File: src/rtl/score_keeper_if.sv
// score_keeper_if: event flags from the game engine and score/lives/phase back to the display
interface score_keeper_if #(parameter int DIGITS = 4);
  logic start, enemy_killed, player_hit;
  logic [4*DIGITS-1:0] score_bcd, hiscore_bcd;
  logic [3:0] lives;
  logic playing, game_over, score_tick;
  modport master(output start, enemy_killed, player_hit,
                 input score_bcd, hiscore_bcd, lives, playing, game_over, score_tick);
  modport slave(input start, enemy_killed, player_hit,
                output score_bcd, hiscore_bcd, lives, playing, game_over, score_tick);
endinterface

File: src/rtl/score_keeper.sv
// score_keeper: edge-detected kill/hit/start events drive BCD score, high score, lives and game phase
module score_keeper #(
  parameter int DIGITS = 4,
  parameter int START_LIVES = 3,
  parameter int KILL_PTS = 1
) (
  input logic clk,
  input logic reset,
  score_keeper_if.slave sk
);
  localparam int W = 4*DIGITS;
  typedef enum logic [1:0] {IDLE, PLAY, OVER} state_t;
  state_t state_q, state_d;
  logic [W-1:0] score_q, score_d, hi_q, hi_d, sum, inc;
  logic [3:0] lives_q, lives_d;
  logic start_q, kill_q, hit_q, tick_q, carry;
  logic start_e, kill_e, hit_e;
  function automatic logic [W:0] bcd_add(input logic [W-1:0] v);
    logic [4:0] d;
    logic c;
    logic [W-1:0] r;
    c = 1'b0;
    r = '0;
    for (int i = 0; i < DIGITS; i++) begin
      d = {1'b0, v[4*i+:4]} + 5'(c) + (i == 0 ? 5'(KILL_PTS) : 5'd0);
      c = d > 5'd9;
      r[4*i+:4] = c ? 4'(d - 5'd10) : d[3:0];
    end
    return {c, r};
  endfunction
  assign start_e = sk.start & ~start_q;
  assign kill_e = sk.enemy_killed & ~kill_q;
  assign hit_e = sk.player_hit & ~hit_q;
  assign {carry, sum} = bcd_add(score_q);
  assign inc = carry ? {DIGITS{4'h9}} : sum;
  // high score captures the post-kill score when the last life goes in the same update
  always_comb begin
    state_d = state_q;
    score_d = score_q;
    hi_d = hi_q;
    lives_d = lives_q;
    if (state_q == PLAY) begin
      if (kill_e) score_d = inc;
      if (hit_e) lives_d = lives_q - 4'd1;
      if (hit_e && lives_q == 4'd1) begin
        state_d = OVER;
        hi_d = score_d > hi_q ? score_d : hi_q;
      end
    end else if (start_e) begin
      state_d = PLAY;
      score_d = '0;
      lives_d = 4'(START_LIVES);
    end
  end
  always_ff @(posedge clk or posedge reset) begin
    if (reset) begin
      state_q <= IDLE;
      score_q <= '0;
      hi_q <= '0;
      lives_q <= 4'(START_LIVES);
      tick_q <= 1'b0;
      start_q <= 1'b0;
      kill_q <= 1'b0;
      hit_q <= 1'b0;
    end else begin
      state_q <= state_d;
      score_q <= score_d;
      hi_q <= hi_d;
      lives_q <= lives_d;
      tick_q <= score_d != score_q;
      start_q <= sk.start;
      kill_q <= sk.enemy_killed;
      hit_q <= sk.player_hit;
    end
  end
  assign sk.score_bcd = score_q;
  assign sk.hiscore_bcd = hi_q;
  assign sk.lives = lives_q;
  assign sk.playing = state_q == PLAY;
  assign sk.game_over = state_q == OVER;
  assign sk.score_tick = tick_q;
endmodule
File: src/flat_wrapper.sv
// flat-port wrapper written by rule: the top's interface ports become plain ports
module score_keeper_flat 
#(
  parameter int DIGITS = 4,
  parameter int START_LIVES = 3,
  parameter int KILL_PTS = 1
)
  (clk, reset, sk_start, sk_enemy_killed, sk_player_hit, sk_score_bcd, sk_hiscore_bcd, sk_lives, sk_playing, sk_game_over, sk_score_tick);
  score_keeper_if #(.DIGITS(DIGITS)) sk_i ();
  input logic clk;
  input logic reset;
  input wire logic [$bits(sk_i.start)-1:0] sk_start;
  input wire logic [$bits(sk_i.enemy_killed)-1:0] sk_enemy_killed;
  input wire logic [$bits(sk_i.player_hit)-1:0] sk_player_hit;
  output wire logic [$bits(sk_i.score_bcd)-1:0] sk_score_bcd;
  output wire logic [$bits(sk_i.hiscore_bcd)-1:0] sk_hiscore_bcd;
  output wire logic [$bits(sk_i.lives)-1:0] sk_lives;
  output wire logic [$bits(sk_i.playing)-1:0] sk_playing;
  output wire logic [$bits(sk_i.game_over)-1:0] sk_game_over;
  output wire logic [$bits(sk_i.score_tick)-1:0] sk_score_tick;
  assign sk_i.start = sk_start;
  assign sk_i.enemy_killed = sk_enemy_killed;
  assign sk_i.player_hit = sk_player_hit;
  assign sk_score_bcd = sk_i.score_bcd;
  assign sk_hiscore_bcd = sk_i.hiscore_bcd;
  assign sk_lives = sk_i.lives;
  assign sk_playing = sk_i.playing;
  assign sk_game_over = sk_i.game_over;
  assign sk_score_tick = sk_i.score_tick;
  score_keeper #(.DIGITS(DIGITS), .START_LIVES(START_LIVES), .KILL_PTS(KILL_PTS)) u_core (.clk(clk), .reset(reset), .sk(sk_i));
endmodule
File: config.mk
export PLATFORM = sky130hd
export DESIGN_NAME = score_keeper_flat
export DESIGN_NICKNAME = d
export VERILOG_FILES = /design/src/rtl/score_keeper_if.sv /design/src/rtl/score_keeper.sv /design/src/flat_wrapper.sv
export SDC_FILE = /design/constraint.sdc
export NUM_CORES = 1
export LEC_CHECK = 0
export BUFFER_PORTS_ARGS = -buffer_cell sky130_fd_sc_hd__buf_2
export CAP_MARGIN = 20
export CORE_UTILIZATION = 37
export DETAILED_ROUTE_END_ITERATION = 6
export PLACE_DENSITY_LB_ADDON = 0.12
export REMOVE_ABC_BUFFERS = 1
export SYNTH_ARGS = -nofsm -noshare
export SYNTH_HDL_FRONTEND = slang
export SYNTH_SLANG_ARGS = --single-unit
File: constraint.sdc
create_clock -name clk -period 8.9 [get_ports clk]
set_input_delay 0.445 -clock clk [delete_from_list [all_inputs] [get_ports clk]]
set_output_delay 0.445 -clock clk [all_outputs]
set_load 0.01 [all_outputs]
==> flow_summary.rst, run 1 <==
.. list-table::
   :header-rows: 1

   * - Metric
     - Value
   * - Main combinational cell family by area after synthesis
     - compound AO/OA/AOI/OAI gates
   * - Most common cell type on the critical path
     - sky130_fd_sc_hd__ha_1
   * - RSZ-0062 raised after global routing
     - no
   * - Clock-pin slew of the registers on the worst-case setup and hold paths
     - 0.09 ns
   * - Share of synthesized registers carrying an async set or reset
     - 1.00
   * - Largest stage delay on the critical path
     - 0.55 ns
   * - Site row count
     - 34
   * - Data arrival, critical path
     - 8.46 ns
   * - Areal power density over the cells
     - 236 nW/µm²
   * - Vias/cell
     - 5.75
   * - YS warnings
     - 0
   * - Setup Slack @ Placement
     - 0.247 ns
   * - Shortest period the worst path allows
     - 8.27 ns
   * - Number of global-route vias before repair
     - 2,799
   * - Synth cell types
     - 63
   * - Critical path fanouts, max
     - 16
   * - Clock buffers created by TritonCTS
     - 5
   * - Synthesized flop and latch total
     - 42
   * - Run status
     - finished clean
   * - Core area
     - 8760 µm²
   * - Number of design-rule violations left by the first detailed-router iteration
     - 170
   * - Later-pin clock latency in the skew report
     - 0.30 ns
   * - Share of cell area taken by muxes after synthesis
     - 0.0747
   * - Crit Path Category
     - reg -> reg
   * - Most used standard cell by instance count after synthesis
     - sky130_fd_sc_hd__dfrtp_1
   * - Share of the synthesized area in the top cell type
     - 0.297
   * - Worst slew margin
     - 0.351
   * - Die span in x
     - 97.4 µm
   * - Instance count of the mapped netlist
     - 388
   * - Post-Synthesis Cell Area
     - 3370 µm²
   * - HPWL reported at the end of detailed placement
     - 6560 µm
   * - Final layout net count
     - 450
   * - Mean area per synthesized cell
     - 8.68 µm²
   * - Type of origin of the critical path
     - flop
   * - DRC Markers
     - 0
   * - Count of nets left with antenna violations after detail routing
     - 0
   * - Synthesized-area fraction occupied by adder cells
     - 0.108
   * - Hold violation total from the final report
     - 0
   * - Initial cell density of the core
     - 0.384
   * - Max Freq
     - 121 MHz
   * - Placer congestion estimate
     - 0.864
   * - Overflow left after global routing
     - 0
   * - Synth-to-layout area growth
     - 11.6%
   * - Final setup TNS
     - 0 ns
   * - Critical path endpoint category
     - flop
   * - Commonest cells post-synth
     - sky130_fd_sc_hd__dfrtp_1, sky130_fd_sc_hd__nand2_1, sky130_fd_sc_hd__inv_1, sky130_fd_sc_hd__ha_1, sky130_fd_sc_hd__o21ai_0
   * - Layout cell share with drive strength beyond 1
     - 0.197
   * - Maximum level of the CTS H-tree
     - 2
   * - Ant. Diodes
     - 0
   * - Max-cap violations
     - 0
   * - Post-route worst setup slack
     - 0.628 ns
   * - Share of the synthesized netlist area taken by xor and xnor gates
     - 0.0260
   * - Post-route standard cell area excluding fillers
     - 3760 µm²
   * - Wire length of the first global-routing pass
     - 14,700 µm
   * - Pin count of the biggest net entering global routing
     - 43
   * - Finish-stage setup viols
     - 0
   * - Count of TritonRoute iterations in the first routing pass
     - 5
   * - Number of I/O port buffers
     - 43
   * - Share of the synthesized area in compound gates (AO/OA/AOI/OAI)
     - 0.223
   * - Final standard cell utilization of the core
     - 0.429
   * - Initial antenna violation count
     - 0
   * - Placed Instance Area
     - 3600 µm²
   * - Synth top area cells
     - sky130_fd_sc_hd__dfrtp_1, sky130_fd_sc_hd__ha_1, sky130_fd_sc_hd__mux2_2
   * - Fraction of the cycle the final worst path needs
     - 0.929
   * - Clock skew
     - 0.00768 ns
   * - Num Clock Sinks
     - 42
   * - Floorplan die area
     - 9490 µm²
   * - Post-layout power
     - 0.888 mW
   * - WL/cell
     - 17.0 µm
   * - Library cell contributing the largest single delay on the critical path
     - sky130_fd_sc_hd__dfrtp_1
   * - Post-CTS resize count
     - 0
   * - Hold WC Path Type
     - in -> reg
   * - Number of I/O pins
     - 44
   * - Simple-gate share of the synthesized area
     - 0.181
   * - Transition time at the pin with the least slew margin
     - 0.970 ns
   * - Root buf cell
     - sky130_fd_sc_hd__clkbuf_8
   * - Combined global-route utilization of all metal layers
     - 0.191
   * - Detailed-route wire length
     - 8950 µm
   * - Data required time at the worst endpoint
     - 9.09 ns
   * - Register area share after synthesis
     - 0.313
   * - Number of setup buffers added after CTS
     - 0
   * - CTS tree
     - yes
   * - Final Slew Violations
     - 0
   * - Post-synth EDFFs
     - 0
   * - Total leakage power
     - 1.79 nW
   * - Vias after detailed routing
     - 3,018
   * - Post-cts hold buffer count
     - 0
   * - Die H
     - 97.4 µm
   * - Flip-flop cell with the highest count after synthesis
     - sky130_fd_sc_hd__dfrtp_1
   * - Library cell with the largest summed area after synthesis
     - sky130_fd_sc_hd__dfrtp_1
   * - Buffers from clock root to sink, at most
     - 2
   * - IR drop worst, VDD
     - 0.116 mV
[flip-flops by register name, indices dropped and copies added, names as in the netlist]
name,flops
u_core.sk.lives,4
u_core.sk.score_tick,1
u_core.sk.score_bcd,16
u_core.sk.hiscore_bcd,16
u_core.start_q,1
u_core.kill_q,1
u_core.state_q,2
u_core.hit_q,1
[placed cells by master, fill, tap and decap left out, drive strengths merged, types with 6 or more instances in the layout]
master,netlist,routed
dfrtp,40,40
a21o,8,8
mux2,17,17
o21ai,30,30
nand3,12,12
a22o,13,13
nor2,24,24
inv,30,29
buf,14,46
a31oi,8,8
nor2b,6,6
a21oi,17,17
mux2i,6,6
ha,29,29
xnor2,7,7
nand4,6,6
nand2,33,33
nand2b,8,8
[worst paths after layout]
check	startpoint	to	slack, ns	cells past startpoint
max	u_core.sk.score_bcd[0]	u_core.sk.hiscore_bcd[5]	0.63	31
min	sk_start	u_core.start_q	0.26	1
max reg2reg	u_core.sk.score_bcd[0]	u_core.sk.hiscore_bcd[5]	0.63	31
min reg2reg	u_core.state_q[1]	u_core.state_q[1]	0.51	2
max in group asynchronous	reset	u_core.sk.hiscore_bcd[10]	8.25	3
min in group asynchronous	reset	u_core.sk.lives[3]	0.27	3
[critical path, delay by kind of cell, from the launching register on]
kind            cells  cell delay (ns)
buf+inv             3             0.33
fa+ha+maj           9             2.87
flops               1             0.55
mux                 1             0.38
compound gates     12             2.40
simple gates        6             1.62
[metrics by stage]
stage	instances	hold WS (ns)
after floorplan	363	0.453
after global placement	517	0.479
after detailed placement	517	0.484
final	525	0.265
after CTS	525	0.257
after global routing	525	0.251
[per-layer routing]
metal	vias to the layer above	GRT usage	wire, µm
met5	-	0	0
met2	73	0.293	4100
li1	1472	-	-
met1	1465	0.283	4350
met4	0	0.0396	88
met3	8	0.0281	409
[layout make-up]
cell class / count / area [µm²]
multi-input cells: 291 / 2080
well taps: 108 / 135
clock inverters: 3 / 68.8
clock buffers: 5 / 68.8
inverters: 30 / 113
flip-flops and latches: 42 / 1050
repair buffers: 46 / 238
fillers: 912 / 5000
[kinds of logic after synthesis]
| logic type | Yosys count |
|---|---|
| simple gates | 117 |
| compound gates | 112 |
| buf+inv | 55 |
| flops | 42 |
| fa+ha+maj | 29 |
| mux | 23 |
| xor+xnor | 10 |
[power by group]
group	internal, mW	total (mW)	switching [mW]	leakage, nW
Sequential	0.232	0.284	0.0520	0.554
Clock	0.113	0.188	0.0756	0.0683
Combinational	0.168	0.416	0.248	1.17
Total	0.512	0.888	0.376	1.79
Power figures use the tool's default switching activity.
==> run 2: changes to the inputs <==
- ABC_AREA: default -> 1
==> run 2 against run 1 <==
Compared with the run above: clock power down 30%; design area shrank 5.6%; register-to-register slack better by 1.7 ns; critical path depth is 11 higher; wire length is 11% lower; highest routed layer unchanged.
==> flow_summary.rst, run 2 <==
.. list-table::
   :header-rows: 1

   * - Metric
     - Value
   * - Run status
     - finished clean
   * - Number of I/O pins
     - 44
   * - Number of standard cells in the layout, taps in and fillers out
     - 599
   * - Final layout net count
     - 527
   * - Critical path endpoint category
     - flop
   * - Transition time at the pin with the least slew margin
     - 0.879 ns
   * - Synth top area cells
     - sky130_fd_sc_hd__dfrtp_1, sky130_fd_sc_hd__nand2_1, sky130_fd_sc_hd__ha_1
   * - Count of nets left with antenna violations after detail routing
     - 0
   * - Count of TritonRoute iterations in the first routing pass
     - 4
   * - Max Freq
     - 153 MHz
   * - Final standard cell utilization of the core
     - 0.432
   * - WL/cell
     - 13.3 µm
   * - Largest stage delay on the critical path
     - 0.51 ns
   * - Library cell contributing the largest single delay on the critical path
     - sky130_fd_sc_hd__dfrtp_1
   * - YS warnings
     - 0
   * - Root buf cell
     - sky130_fd_sc_hd__clkbuf_8
   * - DRC Markers
     - 0
   * - Clock-pin slew of the registers on the worst-case setup and hold paths
     - 0.09 ns
   * - Vias/cell
     - 5.02
   * - Number of design-rule violations left by the first detailed-router iteration
     - 178
   * - Final setup TNS
     - 0 ns
   * - Commonest cells after routing, fill and taps aside
     - sky130_fd_sc_hd__nand2_1, sky130_fd_sc_hd__inv_1, sky130_fd_sc_hd__nand3_1
   * - Setup Slack @ Placement
     - 2.45 ns
   * - Total placed cells including tap cells
     - 591
   * - Share of synthesized registers carrying an async set or reset
     - 1.00
   * - Register area share after synthesis
     - 0.335
   * - Share of the synthesized area in the top cell type
     - 0.318
   * - Flip-flop cell with the highest count after synthesis
     - sky130_fd_sc_hd__dfrtp_1
   * - Combined global-route utilization of all metal layers
     - 0.196
   * - Library cell with the largest summed area after synthesis
     - sky130_fd_sc_hd__dfrtp_1
   * - Maximum level of the CTS H-tree
     - 2
   * - Num Clock Sinks
     - 42
   * - Placer congestion estimate
     - 0.888
   * - Final Slew Violations
     - 0
   * - Data required time at the worst endpoint
     - 9.08 ns
   * - Mean area per synthesized cell
     - 6.96 µm²
   * - Post-Synthesis Cell Area
     - 3150 µm²
   * - Number of global-route vias before repair
     - 2,770
   * - Die span in x
     - 94.2 µm
   * - Clock skew
     - 0.00992 ns
   * - Floorplan die area
     - 8880 µm²
   * - Instance count of the mapped netlist
     - 452
   * - Placed Instance Area
     - 3450 µm²
   * - Post-route worst setup slack
     - 2.37 ns
   * - Worst slew margin
     - 0.413
   * - CTS tree
     - yes
   * - Areal power density over the cells
     - 401 nW/µm²
   * - Hold WC Path Type
     - in -> reg
   * - Finish-stage setup viols
     - 0
   * - Initial antenna violation count
     - 0
   * - Post-cts hold buffer count
     - 0
   * - Die H
     - 94.2 µm
   * - Fraction of the cycle the final worst path needs
     - 0.733
   * - Vias after detailed routing
     - 3,005
   * - Commonest cells post-synth
     - sky130_fd_sc_hd__nand2_1, sky130_fd_sc_hd__inv_1, sky130_fd_sc_hd__nand3_1, sky130_fd_sc_hd__dfrtp_1, sky130_fd_sc_hd__ha_1
   * - RSZ-0062 raised after global routing
     - no
   * - Most frequent standard cell in the layout excluding fill and tap cells
     - sky130_fd_sc_hd__nand2_1
   * - Wire length of the first global-routing pass
     - 13,300 µm
   * - Critical path fanouts, max
     - 19
   * - Overflow left after global routing
     - 0
   * - Fillers
     - 888
   * - Layout cell share with drive strength beyond 1
     - 0.158
   * - HPWL reported at the end of detailed placement
     - 6180 µm
   * - Buffers from clock root to sink, at most
     - 2
   * - Max-cap violations
     - 0
   * - Data arrival, critical path
     - 6.71 ns
   * - Ant. Diodes
     - 0
   * - Total leakage power
     - 1.99 nW
   * - Hold violation total from the final report
     - 0
   * - Crit Path Category
     - reg -> reg
   * - Worst Hold Margin
     - 0.254 ns
   * - Most common cell type on the critical path
     - sky130_fd_sc_hd__nand2_1
   * - Pin count of the biggest net entering global routing
     - 43
   * - Path depth of the worst reg2reg path
     - 42
   * - Site row count
     - 33
   * - Shortest period the worst path allows
     - 6.53 ns
   * - Initial cell density of the core
     - 0.383
   * - Later-pin clock latency in the skew report
     - 0.30 ns
   * - Type of origin of the critical path
     - flop
   * - Number of I/O port buffers
     - 43
   * - Post-route standard cell area excluding fillers
     - 3550 µm²
   * - Post-synth EDFFs
     - 0
   * - Most used standard cell by instance count after synthesis
     - sky130_fd_sc_hd__nand2_1
   * - Detailed-route wire length
     - 7950 µm
   * - Clock buffers created by TritonCTS
     - 5
   * - Synth cell types
     - 30
   * - Number of instances on the worst hold path
     - 1
   * - Synth-to-layout area growth
     - 12.7%
   * - Number of setup buffers added after CTS
     - 0
   * - Post-CTS resize count
     - 0
   * - Post-layout power
     - 1.42 mW
   * - Synthesized flop and latch total
     - 42
   * - Core area
     - 8220 µm²
   * - IR drop worst, VDD
     - 0.109 mV
run 2: cell count changes after synthesis, sizes merged, moves of 13 or more:
cell and delta:
mux2 -17, a22o -13, nand2 +108, inv +43
nand3 +47
run 2: worst max-delay path, delay by kind of cell (launching register included):
kind	cells	cell delay, ns
simple gates	23	2.50
fa+ha+maj	9	2.31
buf+inv	7	0.71
flops	1	0.51
compound gates	2	0.19
xor+xnor	1	0.18
run 2: logic make-up after synthesis:
group	Yosys count	synth area share
AOI/OAI and AO/OA	52	0.0874
DFF	42	0.335
xor gates and xnor gates	2	0.0103
and+or+nand+nor	244	0.350
buffers and inverters	83	0.103
adders and majority gates	29	0.115
run 2: layout make-up:
| cell class | instances | area (µm²) | area share |
|---|---|---|---|
| inverter | 73 | 274 | 0.0772 |
| sequential | 42 | 1050 | 0.297 |
| tap | 105 | 131 | 0.0370 |
| timing repair buffer | 44 | 223 | 0.0628 |
| clock inverter | 2 | 12.5 | 0.00353 |
| multi-input combinational | 327 | 1770 | 0.499 |
| clock buffer | 6 | 82.6 | 0.0233 |
run 2: metal layers:
layer,share of wire,vias to the layer above,wire length (µm),GRT usage
met5,0,-,0,0
met4,0.021,0,163,0.0705
met3,0.038,14,301,0.0316
met2,0.45,84,3550,0.307
met1,0.50,1360,3940,0.268
li1,-,1547,-,-
run 2: final timing paths:
check / startpoint / endpoint / slack [ns]
min: sk_start / u_core.start_q / 0.25
max in group asynchronous: reset / u_core.sk.score_bcd[6] / 8.02
max reg2reg: u_core.sk.score_bcd[0] / u_core.sk.hiscore_bcd[6] / 2.37
min in group asynchronous: reset / u_core.sk.lives[3] / 0.33
max: u_core.sk.score_bcd[0] / u_core.sk.hiscore_bcd[6] / 2.37
min reg2reg: u_core.sk.hiscore_bcd[11] / u_core.sk.hiscore_bcd[11] / 0.52
run 2: where the power goes:
group	internal [mW]	switching, mW
registers	0.278	0.101
clock network	0.0625	0.0695
logic	0.335	0.578
total	0.675	0.749
